## config.mk

```make
export PLATFORM = sky130hd
export DESIGN_NAME = bram_init_seq
export DESIGN_NICKNAME = d
export VERILOG_FILES = /design/src/rtl/bram_init_pkg.sv /design/src/rtl/bram_init_delay.sv /design/src/rtl/bram_init_seq.sv
export SDC_FILE = /design/constraint.sdc
export NUM_CORES = 1
export LEC_CHECK = 0
export ABC_AREA = 1
export CORE_UTILIZATION = 57
export DETAILED_ROUTE_END_ITERATION = 16
export GPL_ROUTABILITY_DRIVEN = 0
export PLACE_DENSITY = 0.82
export SETUP_SLACK_MARGIN = 0.15
export SYNTH_ARGS = -nofsm -noshare
export SYNTH_HDL_FRONTEND = slang
export SYNTH_HIERARCHICAL = 1
export SYNTH_SLANG_ARGS = --single-unit
```

## constraint.sdc

```tcl
create_clock -name MEMORY_CLK -period 5.2 [get_ports MEMORY_CLK]
set_input_delay 1.04 -clock MEMORY_CLK [delete_from_list [all_inputs] [get_ports MEMORY_CLK]]
set_output_delay 1.04 -clock MEMORY_CLK [all_outputs]
set_load 0.05 [all_outputs]
```

## src/rtl/bram_init_pkg.sv

```systemverilog
`default_nettype none
// ============================================================================
//  Module      : bram_init_pkg
//  Description : Shared types for the BRAM initialisation sequencer: the job
//                mode encoding, the controller state encoding and the decoder
//                that maps the raw two-bit cfg_mode field onto a mode.
//  Ports       : none (package)
//  Revision    : 1.0  initial release
// ============================================================================
package bram_init_pkg;

   typedef enum logic [1:0] {
      MODE_FILL = 2'b00,
      MODE_INCR = 2'b01,
      MODE_COPY = 2'b10
   } mode_e;

   typedef enum logic [1:0] {
      ST_IDLE  = 2'b00,
      ST_RUN   = 2'b01,
      ST_DRAIN = 2'b10,
      ST_DONE  = 2'b11
   } state_e;

   // The reserved encoding 2'b11 behaves exactly like FILL.
   function automatic mode_e decode_mode(input logic [1:0] raw);
      mode_e m;
      m = MODE_FILL;
      case (raw)
         2'b01:   m = MODE_INCR;
         2'b10:   m = MODE_COPY;
         default: m = MODE_FILL;
      endcase
      return m;
   endfunction

endpackage
`default_nettype wire

```

## src/rtl/bram_init_delay.sv

```systemverilog
`default_nettype none
// ============================================================================
//  Module      : bram_init_delay
//  Description : Fixed-depth shift register that carries a valid flag and the
//                destination write address of every source read request, so
//                the matching write can be issued exactly SRC_LAT cycles later
//                when the source data arrives.
//  Ports       : clk        - clock, posedge
//                rst_n      - asynchronous active-low reset
//                in_valid   - a source read is issued this cycle
//                in_addr    - destination address for that read
//                out_valid  - the read issued SRC_LAT cycles ago returns now
//                out_addr   - destination address for the returning word
//                pending    - a request is still in flight behind the output
//  Revision    : 1.0  initial release
// ============================================================================
module bram_init_delay #(
   parameter int SRC_LAT = 2,
   parameter int ADDR_W  = 10
) (
   input  logic              clk,
   input  logic              rst_n,
   input  logic              in_valid,
   input  logic [ADDR_W-1:0] in_addr,
   output logic              out_valid,
   output logic [ADDR_W-1:0] out_addr,
   output logic              pending
);

   logic [SRC_LAT-1:0] vld;
   logic [ADDR_W-1:0]  adr [SRC_LAT];

   always_ff @(posedge clk or negedge rst_n) begin
      if (!rst_n) begin
         vld <= '0;
         for (int k = 0; k < SRC_LAT; k++) begin
            adr[k] <= '0;
         end
      end else begin
         vld[0] <= in_valid;
         adr[0] <= in_addr;
         for (int k = 1; k < SRC_LAT; k++) begin
            vld[k] <= vld[k-1];
            adr[k] <= adr[k-1];
         end
      end
   end

   assign out_valid = vld[SRC_LAT-1];
   assign out_addr  = adr[SRC_LAT-1];

   // Only stages ahead of the output count: when the output stage holds the
   // last request, the write happens this cycle and the pipe is empty next.
   always_comb begin
      pending = 1'b0;
      for (int k = 0; k < SRC_LAT - 1; k++) begin
         pending = pending | vld[k];
      end
   end

endmodule
`default_nettype wire

```

## src/rtl/bram_init_seq.sv

```systemverilog
`default_nettype none
// ============================================================================
//  Module      : bram_init_seq
//  Description : Sequencer that initialises a simple-dual-port BRAM through
//                its write port. A job writes cfg_count consecutive words
//                starting at cfg_base (addresses wrap) with either a constant
//                (FILL), a masked incrementing pattern (INCR) or words read
//                from a source memory with fixed latency SRC_LAT (COPY).
//  Ports       : MEMORY_CLK          - sole clock, posedge
//                rst_n               - asynchronous active-low reset
//                start               - job request, sampled in IDLE only
//                cfg_mode/base/count/value/mask/src - job description
//                wr_ce/wr_addr/wr_data - BRAM write port
//                src_ce/src_addr     - source read request
//                src_data            - source read data (SRC_LAT cycles later)
//                busy                - job in progress
//                done                - one-cycle pulse after the last write
//  Revision    : 1.0  initial release
// ============================================================================
module bram_init_seq
   import bram_init_pkg::*;
#(
   parameter int ADDR_W     = 10,
   parameter int DATA_W     = 8,
   parameter int SRC_LAT    = 2,
   parameter int AUTO_START = 1
) (
   input  logic              MEMORY_CLK,
   input  logic              rst_n,
   input  logic              start,
   input  logic [1:0]        cfg_mode,
   input  logic [ADDR_W-1:0] cfg_base,
   input  logic [ADDR_W:0]   cfg_count,
   input  logic [DATA_W-1:0] cfg_value,
   input  logic [DATA_W-1:0] cfg_mask,
   input  logic [ADDR_W-1:0] cfg_src,
   output logic              wr_ce,
   output logic [ADDR_W-1:0] wr_addr,
   output logic [DATA_W-1:0] wr_data,
   output logic              src_ce,
   output logic [ADDR_W-1:0] src_addr,
   input  logic [DATA_W-1:0] src_data,
   output logic              busy,
   output logic              done
);

   localparam logic [ADDR_W:0] COUNT_ONE = (ADDR_W+1)'(1);

   state_e            state;
   state_e            state_nxt;
   logic              auto_pend;
   logic              accept;
   logic              last_issue;

   // Latched job description
   mode_e             mode_q;
   logic [ADDR_W-1:0] base_q;
   logic [ADDR_W-1:0] src_q;
   logic [ADDR_W:0]   count_q;
   logic [DATA_W-1:0] value_q;
   logic [DATA_W-1:0] mask_q;

   // Number of items (writes or reads) issued so far, including the one
   // presented in the current RUN cycle.
   logic [ADDR_W:0]   issued;

   logic              fill_ce_q;
   logic [ADDR_W-1:0] wr_addr_q;
   logic [DATA_W-1:0] wr_data_q;
   logic              src_ce_q;
   logic [ADDR_W-1:0] src_addr_q;
   logic [ADDR_W-1:0] dst_addr_q;

   logic              dly_valid;
   logic [ADDR_W-1:0] dly_addr;
   logic              dly_pending;

   function automatic logic [DATA_W-1:0] gen_word(
      input mode_e             m,
      input logic [DATA_W-1:0] v,
      input logic [DATA_W-1:0] msk,
      input logic [ADDR_W:0]   idx
   );
      logic [DATA_W-1:0] sum;
      sum = v + DATA_W'(idx);
      return (m == MODE_INCR) ? (sum & msk) : v;
   endfunction

   // The auto-start flag turns the first cycle after reset release into an
   // accepted start using whatever cfg_* values are present then.
   assign accept     = (state == ST_IDLE) && (start || auto_pend);
   assign last_issue = (issued == count_q);

   // ------------------------------------------------------------------
   // Controller
   // ------------------------------------------------------------------
   always_ff @(posedge MEMORY_CLK or negedge rst_n) begin
      if (!rst_n) begin
         state <= ST_IDLE;
      end else begin
         state <= state_nxt;
      end
   end

   always_comb begin
      state_nxt = state;
      busy      = 1'b0;
      done      = 1'b0;
      case (state)
         ST_IDLE: begin
            if (accept) begin
               state_nxt = (cfg_count == '0) ? ST_DONE : ST_RUN;
            end
         end
         ST_RUN: begin
            busy = 1'b1;
            if (last_issue) begin
               state_nxt = (mode_q == MODE_COPY) ? ST_DRAIN : ST_DONE;
            end
         end
         ST_DRAIN: begin
            busy = 1'b1;
            if (!dly_pending) begin
               state_nxt = ST_DONE;
            end
         end
         ST_DONE: begin
            done      = 1'b1;
            state_nxt = ST_IDLE;
         end
         default: begin
            state_nxt = ST_IDLE;
         end
      endcase
   end

   // ------------------------------------------------------------------
   // Datapath: the first item is loaded on the accepting edge so the
   // first write/read appears in the first RUN cycle.
   // ------------------------------------------------------------------
   always_ff @(posedge MEMORY_CLK or negedge rst_n) begin
      if (!rst_n) begin
         auto_pend  <= (AUTO_START != 0);
         mode_q     <= MODE_FILL;
         base_q     <= '0;
         src_q      <= '0;
         count_q    <= '0;
         value_q    <= '0;
         mask_q     <= '0;
         issued     <= '0;
         fill_ce_q  <= 1'b0;
         wr_addr_q  <= '0;
         wr_data_q  <= '0;
         src_ce_q   <= 1'b0;
         src_addr_q <= '0;
         dst_addr_q <= '0;
      end else begin
         auto_pend <= 1'b0;
         if (accept) begin
            mode_q  <= decode_mode(cfg_mode);
            base_q  <= cfg_base;
            src_q   <= cfg_src;
            count_q <= cfg_count;
            value_q <= cfg_value;
            mask_q  <= cfg_mask;
            issued  <= COUNT_ONE;
            if (cfg_count != '0) begin
               if (decode_mode(cfg_mode) == MODE_COPY) begin
                  src_ce_q   <= 1'b1;
                  src_addr_q <= cfg_src;
                  dst_addr_q <= cfg_base;
               end else begin
                  fill_ce_q <= 1'b1;
                  wr_addr_q <= cfg_base;
                  wr_data_q <= gen_word(decode_mode(cfg_mode), cfg_value,
                                        cfg_mask, '0);
               end
            end
         end else if (state == ST_RUN) begin
            if (last_issue) begin
               fill_ce_q <= 1'b0;
               src_ce_q  <= 1'b0;
            end else begin
               issued <= issued + COUNT_ONE;
               if (mode_q == MODE_COPY) begin
                  src_addr_q <= src_q + issued[ADDR_W-1:0];
                  dst_addr_q <= base_q + issued[ADDR_W-1:0];
               end else begin
                  wr_addr_q <= base_q + issued[ADDR_W-1:0];
                  wr_data_q <= gen_word(mode_q, value_q, mask_q, issued);
               end
            end
         end
         // Remember the last COPY write so the port holds it afterwards.
         if (dly_valid) begin
            wr_addr_q <= dly_addr;
            wr_data_q <= src_data;
         end
      end
   end

   bram_init_delay #(
      .SRC_LAT (SRC_LAT),
      .ADDR_W  (ADDR_W)
   ) u_delay (
      .clk       (MEMORY_CLK),
      .rst_n     (rst_n),
      .in_valid  (src_ce_q),
      .in_addr   (dst_addr_q),
      .out_valid (dly_valid),
      .out_addr  (dly_addr),
      .pending   (dly_pending)
   );

   // COPY writes bypass the hold registers so the returning word is written
   // in the very cycle it is valid on src_data.
   assign wr_ce    = fill_ce_q | dly_valid;
   assign wr_addr  = dly_valid ? dly_addr : wr_addr_q;
   assign wr_data  = dly_valid ? src_data : wr_data_q;
   assign src_ce   = src_ce_q;
   assign src_addr = src_addr_q;

endmodule
`default_nettype wire

```

Yosys cells after proc, flatten, opt, wreduce, memory -nomap -nowiden. Index checks and enable logic that the tools add are counted.

Flip-flop bits (word level): 125. Bits of input ports: 60. Output and inout port bits: 32. Word-level logic and storage cells: 117.

$add $sub $neg: 4. Equality and inequality tests: 21. Mux-type cells: 55. Bitwise gates (word level): 3. Reductions and logical operators: 16.

Operators by type and width (number): $mux 10 (20); $mux 8 (10); $mux 11 (3); $add 10x10->10 (2); $mux 2 (9); $and 8x8->8 (2); $add 11x1->11 const B (1); $eq 11x11->1 (1); $logic_not 11->1 (1); $mux 1 (11); $reduce_bool 11->1 (1); $eq 2x2->1 const B (5); $ne 2x2->1 const B (5); $reduce_and 5->1 (2); $ne 3x2->1 const B (3); $add 8x8->8 (1); $eq 2x1->1 const B (4); $pmux 2 s4 (1); $reduce_and 4->1 (2); $reduce_bool 2->1 (3); $ne 2x1->1 const B (2); $pmux 2 s2 (1); $ne 3x1->1 const B (1); $reduce_and 3->1 (1); 7 further kinds (7).

Longest topological paths before layout. Gate-level depths: netlist (run 1).

Word-level depth: 14. Depth in mapped cells: 14. Mapped depth without buffers: 14.

By module. Netlist (run 1), hierarchy kept.

Modules (own cells, without submodules): bram_init_seq (times used 1, cells each 914, area each 6465.0 sq um, sequential area each 2578.7 sq um); bram_init_delay (times used 1, cells each 32, area each 625.6 sq um, sequential area each 550.5 sq um).

Worst setup path after synthesis (run 1). Ideal clock, no wire load.

Kind: register to output. Start point: reg u_delay.vld[1]. End point: out wr_addr[0]. Arrival: 1.763 ns. Data required time: 4.160 ns. Path slack: 2.397 ns. Cell stages (with the launch flop): 4. Path buffers: 2. Cells stage by stage: dfrtp_1 > buf_2 > clkbuf_1 > o21ai_0.

Longest elaborated chain between the ends: 1.

Ends and longest elaborated chain: start, declared (RTL line bram_init_delay.sv:30) `logic [SRC_LAT-1:0] vld;`; start signal, assigned by index (RTL line bram_init_delay.sv:43) `vld[k] <= vld[k-1];`; $mux 10 (RTL line bram_init_seq.sv:218) `assign wr_addr = dly_valid ? dly_addr : wr_addr_q;`; end, declared (RTL line bram_init_seq.sv:38) `output logic [ADDR_W-1:0] wr_addr,`.

No other way between the ends.

Final worst setup path (run 1).
Start point: reg u_delay.vld[1]. End point: out wr_addr[8].

The elaborated chain is that of the path after synthesis.

==> flow_summary.json, run 1 <==
{
  "core.rowCount": 40,
  "cp_cell_sequence": "buf_4 > inv_1 > nand2_1 > nand2_1 > clkdlybuf4s50_1",
  "ir_worst_vdd_mv": 0.327,
  "synthFlopType": "dfrtp_1",
  "status": "completed",
  "path_common_cell": "nand2_1",
  "io_buffer_count": 91,
  "diodes": 0,
  "finClkSkew_ns": 0.0102,
  "relSlewSlack_pct": 44.6,
  "crit_fanout": 35,
  "core_mm2": 0.0121,
  "yosys.area_share.adder_pct": 6.14,
  "layout_min_cycle_time_ns": 3.75,
  "htree_levels": 4,
  "rr_worst_depth": 12,
  "fill_cells": 966,
  "cts_hold_buf": 0,
  "worstPathRequired_ns": 4.16,
  "synth_most_common_cell": "nand2_1",
  "first_pass_iters": 5,
  "r2r_start": "state[0]",
  "total_power_uw": 5900,
  "synth_top_area_share_pct": 43.8,
  "r2r-end": "wr_addr_q[1]",
  "clockBufferDepth": 2,
  "die_area_mm2": 0.0129,
  "synth_xor_area_share_pct": 1.85,
  "dp_hpwl_mm": 11.3,
  "synthCells": 946,
  "overflow": 0,
  "drt-total-wl_mm": 16.8,
  "yosys-top-cells-count": "nand2_1, dfrtp_1, inv_1",
  "drtIter0Drc": 460,
  "synth-seq-cells": 125,
  "min_to": "u_delay/out_addr[7]",
  "grt_pass1_vias": 6095,
  "grtUsageTotal_pct": 28.6,
  "cts_tree": "done",
  "cts-buffers-inserted": 17,
  "yosysWarnings": 6,
  "yosys.area_share.simple_pct": 29.4,
  "cts_sinks": 125,
  "synth_nets": 1039,
  "num_vias": 6343,
  "synth-edff-count": 0,
  "synthTopCellsByArea": "dfrtp_1, nand2_1, ha_1",
  "clk_latency_ns": 0.43,
  "clk_pin_slew_ns": 0.06,
  "critPathLaunchType": "flip-flop",
  "cp-end-kind": "output pin",
  "critPathMaxStageDelay_ns": 0.80,
  "die_w_um": 114,
  "io_pins": 92,
  "crit_buf_inv": 3,
  "hold_start": "u_delay/adr[17]",
  "r2r_slack_ns": 2.51,
  "synth_top_family_by_area": "simple AND/OR/NAND/NOR gates",
  "grt_setup_unrepaired": "false",
  "hp-class": "reg -> reg",
  "worstPathArrival_ns": 2.71,
  "antenna_found_initial": 0,
  "leakage_uw": 0.00449,
  "nets": 1115,
  "area_growth_pct": 21.8,
  "slowest_stage": "clkdlybuf4s50_1",
  "finalSetupViolations": 0,
  "wl_per_cell_um": 13.9,
  "grt_pass1_wl_mm": 28.6,
  "cts_root_buffer": "clkbuf_16",
  "drcViolationCount": 0,
  "ys_async_sr_fraction_pct": 100,
  "critPathTopFamily": "buffers and inverters",
  "tightest_slew_ns": 0.829,
  "worstHoldPathCells": 0,
  "grt_max_degree": 83,
  "max_freq_ghz": 0.267,
  "power_density_mw_per_mm2": 683,
  "crit_type": "reg -> out",
  "cts_setup_buffers": 0,
  "drv_slew": 0,
  "postRouteAntennaNets": 0,
  "die_y_um": 114,
  "synthesis.area_mm2": 0.00709,
  "yosysSeqAreaShare_pct": 44.1,
  "cp.depth": 5,
  "synth_top_cell_by_area": "dfrtp_1",
  "cts_resized": 0,
  "cap_violations": 0,
  "synth_compound_area_share_pct": 9.49,
  "viasPerCell": 5.27,
  "start_util_pct": 58.8,
  "fin_tns_setup_ns": 0,
  "fin_crit_sh_pct": 72.0,
  "avgSynthCellArea_um2": 7.50,
  "finalHoldViolations": 0,
  "drive_gt1_share_pct": 6.47,
  "synthMuxAreaShare_pct": 0.318,
  "ys_types": 44
}
[cell type report]
class	count	area, um^2	share of cell area [%]
clock buffers	18	439	5.09
clock inverters	14	180	2.09
inverters	98	370	4.29
multi-input cells	683	3350	38.8
flip-flops and latches	125	3130	36.2
well taps	168	210	2.43
repair buffers	97	953	11.0
[kinds of logic (layout without fill, tap and decap cells)]
kind of cell | after synthesis | after routing
AOI/OAI and AO/OA | 117 | 117
xor gates and xnor gates | 15 | 15
adders and majority gates | 33 | 33
buffers and inverters | 138 | 227
DFF | 125 | 125
muxes | 2 | 2
other | 1 | 1
and+or+nand+nor | 515 | 515
[worst register-to-register path, delay by kind of cell (launching register included)]
| kind | cells | cell delay, ns |
|---|---|---|
| AO/OA/AOI/OAI | 1 | 0.08 |
| adder cells (fa/ha/maj) | 1 | 0.24 |
| buffers and inverters | 3 | 1.03 |
| flip-flops | 1 | 0.44 |
| AND/OR/NAND/NOR | 7 | 0.81 |
[registers in the layout, summed over array words and instances, names as in the netlist]
register	cells
count_q	11
issued	11
base_q	10
dst_addr_q	10
src_addr	10
src_q	10
u_delay/adr	10
u_delay/out_addr	10
wr_addr_q	10
mask_q	8
value_q	8
wr_data_q	8
mode_q	2
state	2
u_delay/vld	2
auto_pend	1
fill_ce_q	1
src_ce	1
[cells in the final DEF (no fill, tap or decap), types with 3 or more instances in the layout]
| cell type | count |
|---|---|
| nand2_1 | 395 |
| dfrtp_1 | 124 |
| inv_1 | 92 |
| clkdlybuf4s50_1 | 90 |
| o21ai_0 | 57 |
| nand3_1 | 51 |
| nor2_1 | 33 |
| ha_1 | 30 |
| a21oi_1 | 19 |
| clkbuf_16 | 17 |
| nor3_1 | 15 |
| nand4_1 | 11 |
| o21ai_1 | 10 |
| o21ai_2 | 10 |
| xnor2_1 | 8 |
| xor2_1 | 7 |
| buf_4 | 7 |
| o22ai_1 | 6 |
| inv_6 | 6 |
| inv_2 | 5 |
| o211ai_1 | 4 |
| nand2_2 | 3 |
| o31ai_1 | 3 |
| fa_1 | 3 |
| bufinv_16 | 3 |
[metal layers]
metal	wire, um	share of wire [%]	track usage (%)
met5	0	0	0
met4	331	2.0	10.4
met3	971	5.8	6.22
met2	7970	48	46.7
met1	7500	45	37.8
[worst max-delay path by stage]
stage                       endpoint      startpoint  slack (ns)
after global placement    wr_data[4]     src_data[4]        1.70
after CTS                 wr_addr[8]  u_delay/vld[1]        1.43
after global routing      wr_addr[8]  u_delay/vld[1]        1.31
final                     wr_addr[8]  u_delay/vld[1]        1.45
after detailed placement  wr_data[3]     src_data[3]        1.68
after floorplan           wr_addr[0]  u_delay/vld[1]        2.40
[stage by stage]
stage / std cells / setup WS, ns / util, % / hold WS [ns] / instance area [um^2]
after detailed placement: 1171 / 1.68 / 66.5 / 0.335 / 8020
final: 1203 / 1.45 / 71.6 / 0.344 / 8630
after CTS: 1203 / 1.43 / 71.6 / 0.346 / 8630
after floorplan: 946 / 2.40 / - / 0.331 / 7090
after global routing: 1203 / 1.31 / 71.6 / 0.353 / 8630
after global placement: 1171 / 1.70 / 66.5 / 0.332 / 8020
[power by group]
group	internal [uW]	switching, uW	total, uW
clock	775	473	1250
sequential	1400	259	1660
combinational	988	2010	2990
total	3160	2740	5900
(Power assumes the default switching activity.)
==> run 2: changes to the inputs <==
Settings changed: CORE_UTILIZATION 57 to 51, PLACE_DENSITY 0.82 to 0.78.
Clock period 5.2 ns to 3.2 ns, I/O delays scaled along.
==> run 2 against run 1 <==
  * Register-to-register slack worse by 1.6 ns
  * Cell count up 0.91%
  * Critical path depth down 1
  * Power up 56%
  * Routed wire length down 3.1%
  * Non-clock buffer count up 4
  * Clock skew down 0.0020 ns
  * Die area up 12%
  * Clock power up 37%
  * Sequential power up 62%
  * Flip-flop and latch count unchanged
  * Worst setup slack worse by 1.0 ns
  * Critical endpoint is now wr_data[2]
  * Largest cell class unchanged
  * Largest power group unchanged
  * Highest routed layer unchanged
==> flow_summary.json, run 2 (synthesis gave the netlist of run 1 again) <==
{
  "status": "completed",
  "tightest_slew_ns": 0.812,
  "wl_per_cell_um": 13.4,
  "crit_fanout": 35,
  "clk_latency_ns": 0.43,
  "drt-total-wl_mm": 16.3,
  "final_cells": 1214,
  "clockBufferDepth": 2,
  "cts_hold_buf": 0,
  "grt_pass1_wl_mm": 27.4,
  "max_freq_ghz": 0.360,
  "reg_top3": "count_q (11), issued (11)",
  "r2r_start": "state[0]",
  "fin_tns_setup_ns": 0,
  "finClkSkew_ns": 0.00817,
  "cts_resized": 0,
  "finalHoldViolations": 0,
  "leakage_uw": 0.00448,
  "wl_met1_mm": 7.71,
  "fin_crit_sh_pct": 86.9,
  "fill_cells": 1177,
  "area_growth_pct": 20.9,
  "cp-end-kind": "output pin",
  "io_buffer_count": 91,
  "hp-class": "in -> async",
  "cts_setup_buffers": 0,
  "start_util_pct": 52.9,
  "worstPathArrival_ns": 2.14,
  "total_power_uw": 9230,
  "htree_levels": 4,
  "wl_met3_um": 684,
  "die_y_um": 120,
  "worstPathRequired_ns": 2.56,
  "drive_gt1_share_pct": 7.51,
  "met2WireLength_mm": 7.59,
  "drv_slew": 0,
  "postRouteAntennaNets": 0,
  "first_pass_iters": 5,
  "die_area_mm2": 0.0144,
  "cts_sinks": 125,
  "setup_ws_ns": 0.420,
  "cap_violations": 0,
  "io_pins": 92,
  "num_vias": 6220,
  "dp.cells": 1183,
  "clk_pin_slew_ns": 0.05,
  "seq_area_mm2": 0.00313,
  "worstSetupStartpoint": "u_delay/vld[1]",
  "nets": 1119,
  "dp_hpwl_mm": 11.3,
  "final_cell_mix": "nand2_1, dfrtp_1, inv_1",
  "critPathLaunchType": "flip-flop",
  "die_w_um": 120,
  "cts_root_buffer": "clkbuf_16",
  "ir_worst_vdd_mv": 0.481,
  "power_density_mw_per_mm2": 1080,
  "holdWs_ns": 0.181,
  "core_mm2": 0.0134,
  "overflow": 0,
  "grtUsageTotal_pct": 24.4,
  "diodes": 0,
  "relSlewSlack_pct": 45.8,
  "layout_min_cycle_time_ns": 2.78,
  "post-place-ws_ns": 0.464,
  "grt_max_degree": 57,
  "drtIter0Drc": 412,
  "multiInputGateArea_mm2": 0.00335,
  "cts_tree": "done",
  "maxUsedRoutingLayer": "met4",
  "viasPerCell": 5.12,
  "drcViolationCount": 0,
  "final_common_cell": "nand2_1",
  "crit_type": "reg -> out",
  "grt_pass1_vias": 5926,
  "grt_setup_unrepaired": "false",
  "core.rowCount": 42,
  "antenna_found_initial": 0,
  "finalSetupViolations": 0,
  "cts-buffers-inserted": 17
}
==> run 2: cell count changes in the layout (fill, tap and decap cells not counted), sizes merged <==
| cell | before | now |
|---|---|---|
| bufinv | 3 | 0 |
| buf | 7 | 19 |
| clkdlybuf4s50 | 90 | 82 |
| clkinvlp | 2 | 3 |
| inv | 104 | 99 |
| clkinv | 3 | 10 |
| clkbuf | 18 | 17 |
==> run 2: report_power, final <==
group / leakage, uW / switching (uW) / internal, uW / total [uW]
sequential: 0.00158 / 421 / 2270 / 2690
combinational: 0.00265 / 3220 / 1600 / 4830
clock: 0.000255 / 728 / 980 / 1710
total: 0.00448 / 4370 / 4860 / 9230
==> run 2: final cells by class <==
cell class,count,share of cell area (%)
Inverter,98,4.32
Tap cell,176,2.57
Multi-Input combinational cell,683,39.1
Clock inverter,14,1.17
Timing Repair Buffer,101,11.4
Clock buffer,17,4.96
Sequential cell,125,36.5
==> run 2: per-layer routing <==
layer,vias to the layer above,global-route usage (%)
met5,-,0
met4,0,10.5
met3,24,5.09
met2,154,39.3
met1,2873,31.9
li1,3169,-
==> run 2: metrics by stage <==
step	util, %	area [um^2]
2_1_floorplan	-	7090
3_3_place_gp	60.1	8050
3_5_place_dp	60.1	8050
4_1_cts	64.0	8570
5_1_grt	64.0	8570
6_report	64.0	8570
==> run 2: final timing paths <==
path	to	slack (ns)	cells past startpoint
worst max-delay path	wr_data[2]	0.42	4
worst min-delay path	wr_data_q[7]	0.18	1
worst max register to register	wr_addr_q[3]	0.91	12
worst min register to register	u_delay/out_addr[7]	0.35	0
max in group asynchronous	src_q[2]	2.20	2
min in group MEMORY_CLK	u_delay/out_addr[7]	0.35	0
==> run 2: critical path, cell delays in order, from the launching register on <==
cell	delay (ns)
dfrtp_1	0.32
buf_4	0.31
nand2_1	0.14
o21ai_0	0.11
clkdlybuf4s50_1	0.82
==> run 3: changes to the inputs <==
Settings changed: CORE_UTILIZATION 51 to 52, CTS_BUF_LIST set to sky130_fd_sc_hd__clkbuf_8, PLACE_DENSITY 0.78 to 0.79.
==> run 3 against run 2 <==
  * Sequential power barely moved
  * Clock skew rose by 0.0012 ns
  * Global-route usage barely moved
  * Register-to-register slack got worse by 0.03 ns
  * Hold slack improved by 0.045 ns
  * Maximum frequency fell by 1.4%
  * Non-clock buffer count fell by 2
  * Largest cell class unchanged
==> flow_summary.json, run 3 (synthesis gave the netlist of run 1 again) <==
{
  "relSlewSlack_pct": 43.8,
  "grtUsageTotal_pct": 24.5,
  "cts_setup_buffers": 0,
  "postRouteAntennaNets": 0,
  "finClkSkew_ns": 0.00942,
  "cp.depth": 4,
  "cap_violations": 0,
  "critPathCapture": "wr_data[3]",
  "dp.cells": 1181,
  "top_usage_layer": "met2",
  "drtIter0Drc": 538,
  "critPathTopFamily": "buffers and inverters",
  "final_util_pct": 63.2,
  "die_y_um": 119,
  "cts_hold_buf": 0,
  "r2r_start": "state[0]",
  "io_pins": 92,
  "worstPathRequired_ns": 2.56,
  "grt_max_degree": 83,
  "core.rowCount": 42,
  "total_power_uw": 8760,
  "rr_worst_depth": 12,
  "leakage_uw": 0.00441,
  "fin_area_mm2": 0.00840,
  "io_buffer_count": 91,
  "dpl_cell_area_mm2": 0.00805,
  "crit_type": "reg -> out",
  "power_density_mw_per_mm2": 1040,
  "first_pass_iters": 5,
  "die_w_um": 119,
  "worstPathArrival_ns": 2.18,
  "htree_levels": 4,
  "fin_tns_setup_ns": 0,
  "num_vias": 6188,
  "drive_gt1_share_pct": 7.43,
  "met3_usage_pct": 5.79,
  "wl_per_cell_um": 13.2,
  "grt_pass1_vias": 5706,
  "final_cell_mix": "nand2_1, dfrtp_1, inv_1",
  "antenna_found_initial": 0,
  "grt_setup_unrepaired": "false",
  "cts_sinks": 125,
  "fin_crit_sh_pct": 88.1,
  "ir_worst_vdd_mv": 0.423,
  "crit_buf_inv": 2,
  "tightest_slew_ns": 0.842,
  "dp_hpwl_mm": 11.2,
  "reg_top3": "count_q (11), issued (11)",
  "critPathLaunchType": "flip-flop",
  "diodes": 0,
  "worstSetupStartpoint": "u_delay/vld[1]",
  "cts-buffers-inserted": 17,
  "cp-end-kind": "output pin",
  "clockBufferDepth": 2,
  "cts_root_buffer": "clkbuf_8",
  "overflow": 0,
  "drcViolationCount": 0,
  "drt-total-wl_mm": 16.0,
  "grt_use_met1_pct": 32.8,
  "final_cells": 1213,
  "drv_slew": 0,
  "finalHoldViolations": 0,
  "viasPerCell": 5.10,
  "start_util_pct": 53.3,
  "status": "completed",
  "layout_min_cycle_time_ns": 2.82,
  "r2r_slack_ns": 0.88,
  "cts_resized": 0,
  "clk_pin_slew_ns": 0.08,
  "grt.met2_usage_pct": 38.3,
  "clk_latency_ns": 0.46,
  "final_common_cell": "nand2_1",
  "fill_cells": 1213,
  "max_freq_ghz": 0.355,
  "r2r-end": "wr_addr_q[1]",
  "slowest_stage": "clkdlybuf4s50_1",
  "crit_fanout": 35,
  "die_area_mm2": 0.0141,
  "cp_cell_sequence": "buf_4 > nand2_1 > o21ai_0 > clkdlybuf4s50_1",
  "hp-class": "in -> async",
  "area_growth_pct": 18.5,
  "nets": 1117,
  "grt_pass1_wl_mm": 26.9,
  "cts_tree": "done",
  "critPathMaxStageDelay_ns": 0.82,
  "core_mm2": 0.0133,
  "finalSetupViolations": 0
}
-- run 3: changes by cell type in the layout (fill, tap and decap cells not counted) --
| cell | delta |
|---|---|
| clkbuf_8 | +18 |
| clkbuf_16 | -17 |
| inv_6 | +5 |
| buf_4 | -3 |
| clkinv_2 | -2 |
| clkinvlp_4 | -2 |
| buf_12 | +1 |
| clkinv_4 | -1 |
-- run 3: routing by layer --
layer	vias up	wire length, um
li1	3150	-
met1	2833	7390
met2	171	7330
met3	34	846
met4	0	410
met5	-	0
-- run 3: per-stage QoR --
stage | hold WS [ns] | worst slack, ns
2_1_floorplan | 0.331 | 0.797
5_1_grt | 0.271 | 0.243
4_1_cts | 0.241 | 0.354
3_5_place_dp | 0.335 | 0.468
6_report | 0.225 | 0.381
3_3_place_gp | 0.331 | 0.501
-- run 3: worst min path at each step --
stage                          from                   to  slack, ns  cells past startpoint
floorplan           u_delay/adr[10]  u_delay/out_addr[0]       0.33                      0
global placement    u_delay/adr[16]  u_delay/out_addr[6]       0.33                      0
detailed placement  u_delay/adr[16]  u_delay/out_addr[6]       0.33                      0
CTS                           rst_n         wr_data_q[1]       0.24                      1
global route                  rst_n         wr_data_q[6]       0.27                      1
finish                        rst_n         wr_data_q[6]       0.23                      1
-- run 3: cell type report --
class | instances | area [um^2] | share of cell area (%)
Clock buffer | 18 | 248 | 2.95
Clock inverter | 14 | 110 | 1.31
Inverter | 98 | 370 | 4.41
Multi-Input combinational cell | 683 | 3350 | 39.9
Sequential cell | 125 | 3130 | 37.2
Tap cell | 176 | 220 | 2.62
Timing Repair Buffer | 99 | 973 | 11.6
-- run 3: report_power, final --
| group | switching, uW | internal (uW) | total [uW] | leakage, uW |
|---|---|---|---|---|
| Clock | 690 | 569 | 1260 | 0.000185 |
| Sequential | 417 | 2270 | 2680 | 0.00158 |
| Combinational | 3210 | 1600 | 4810 | 0.00265 |
| Total | 4320 | 4440 | 8760 | 0.00441 |
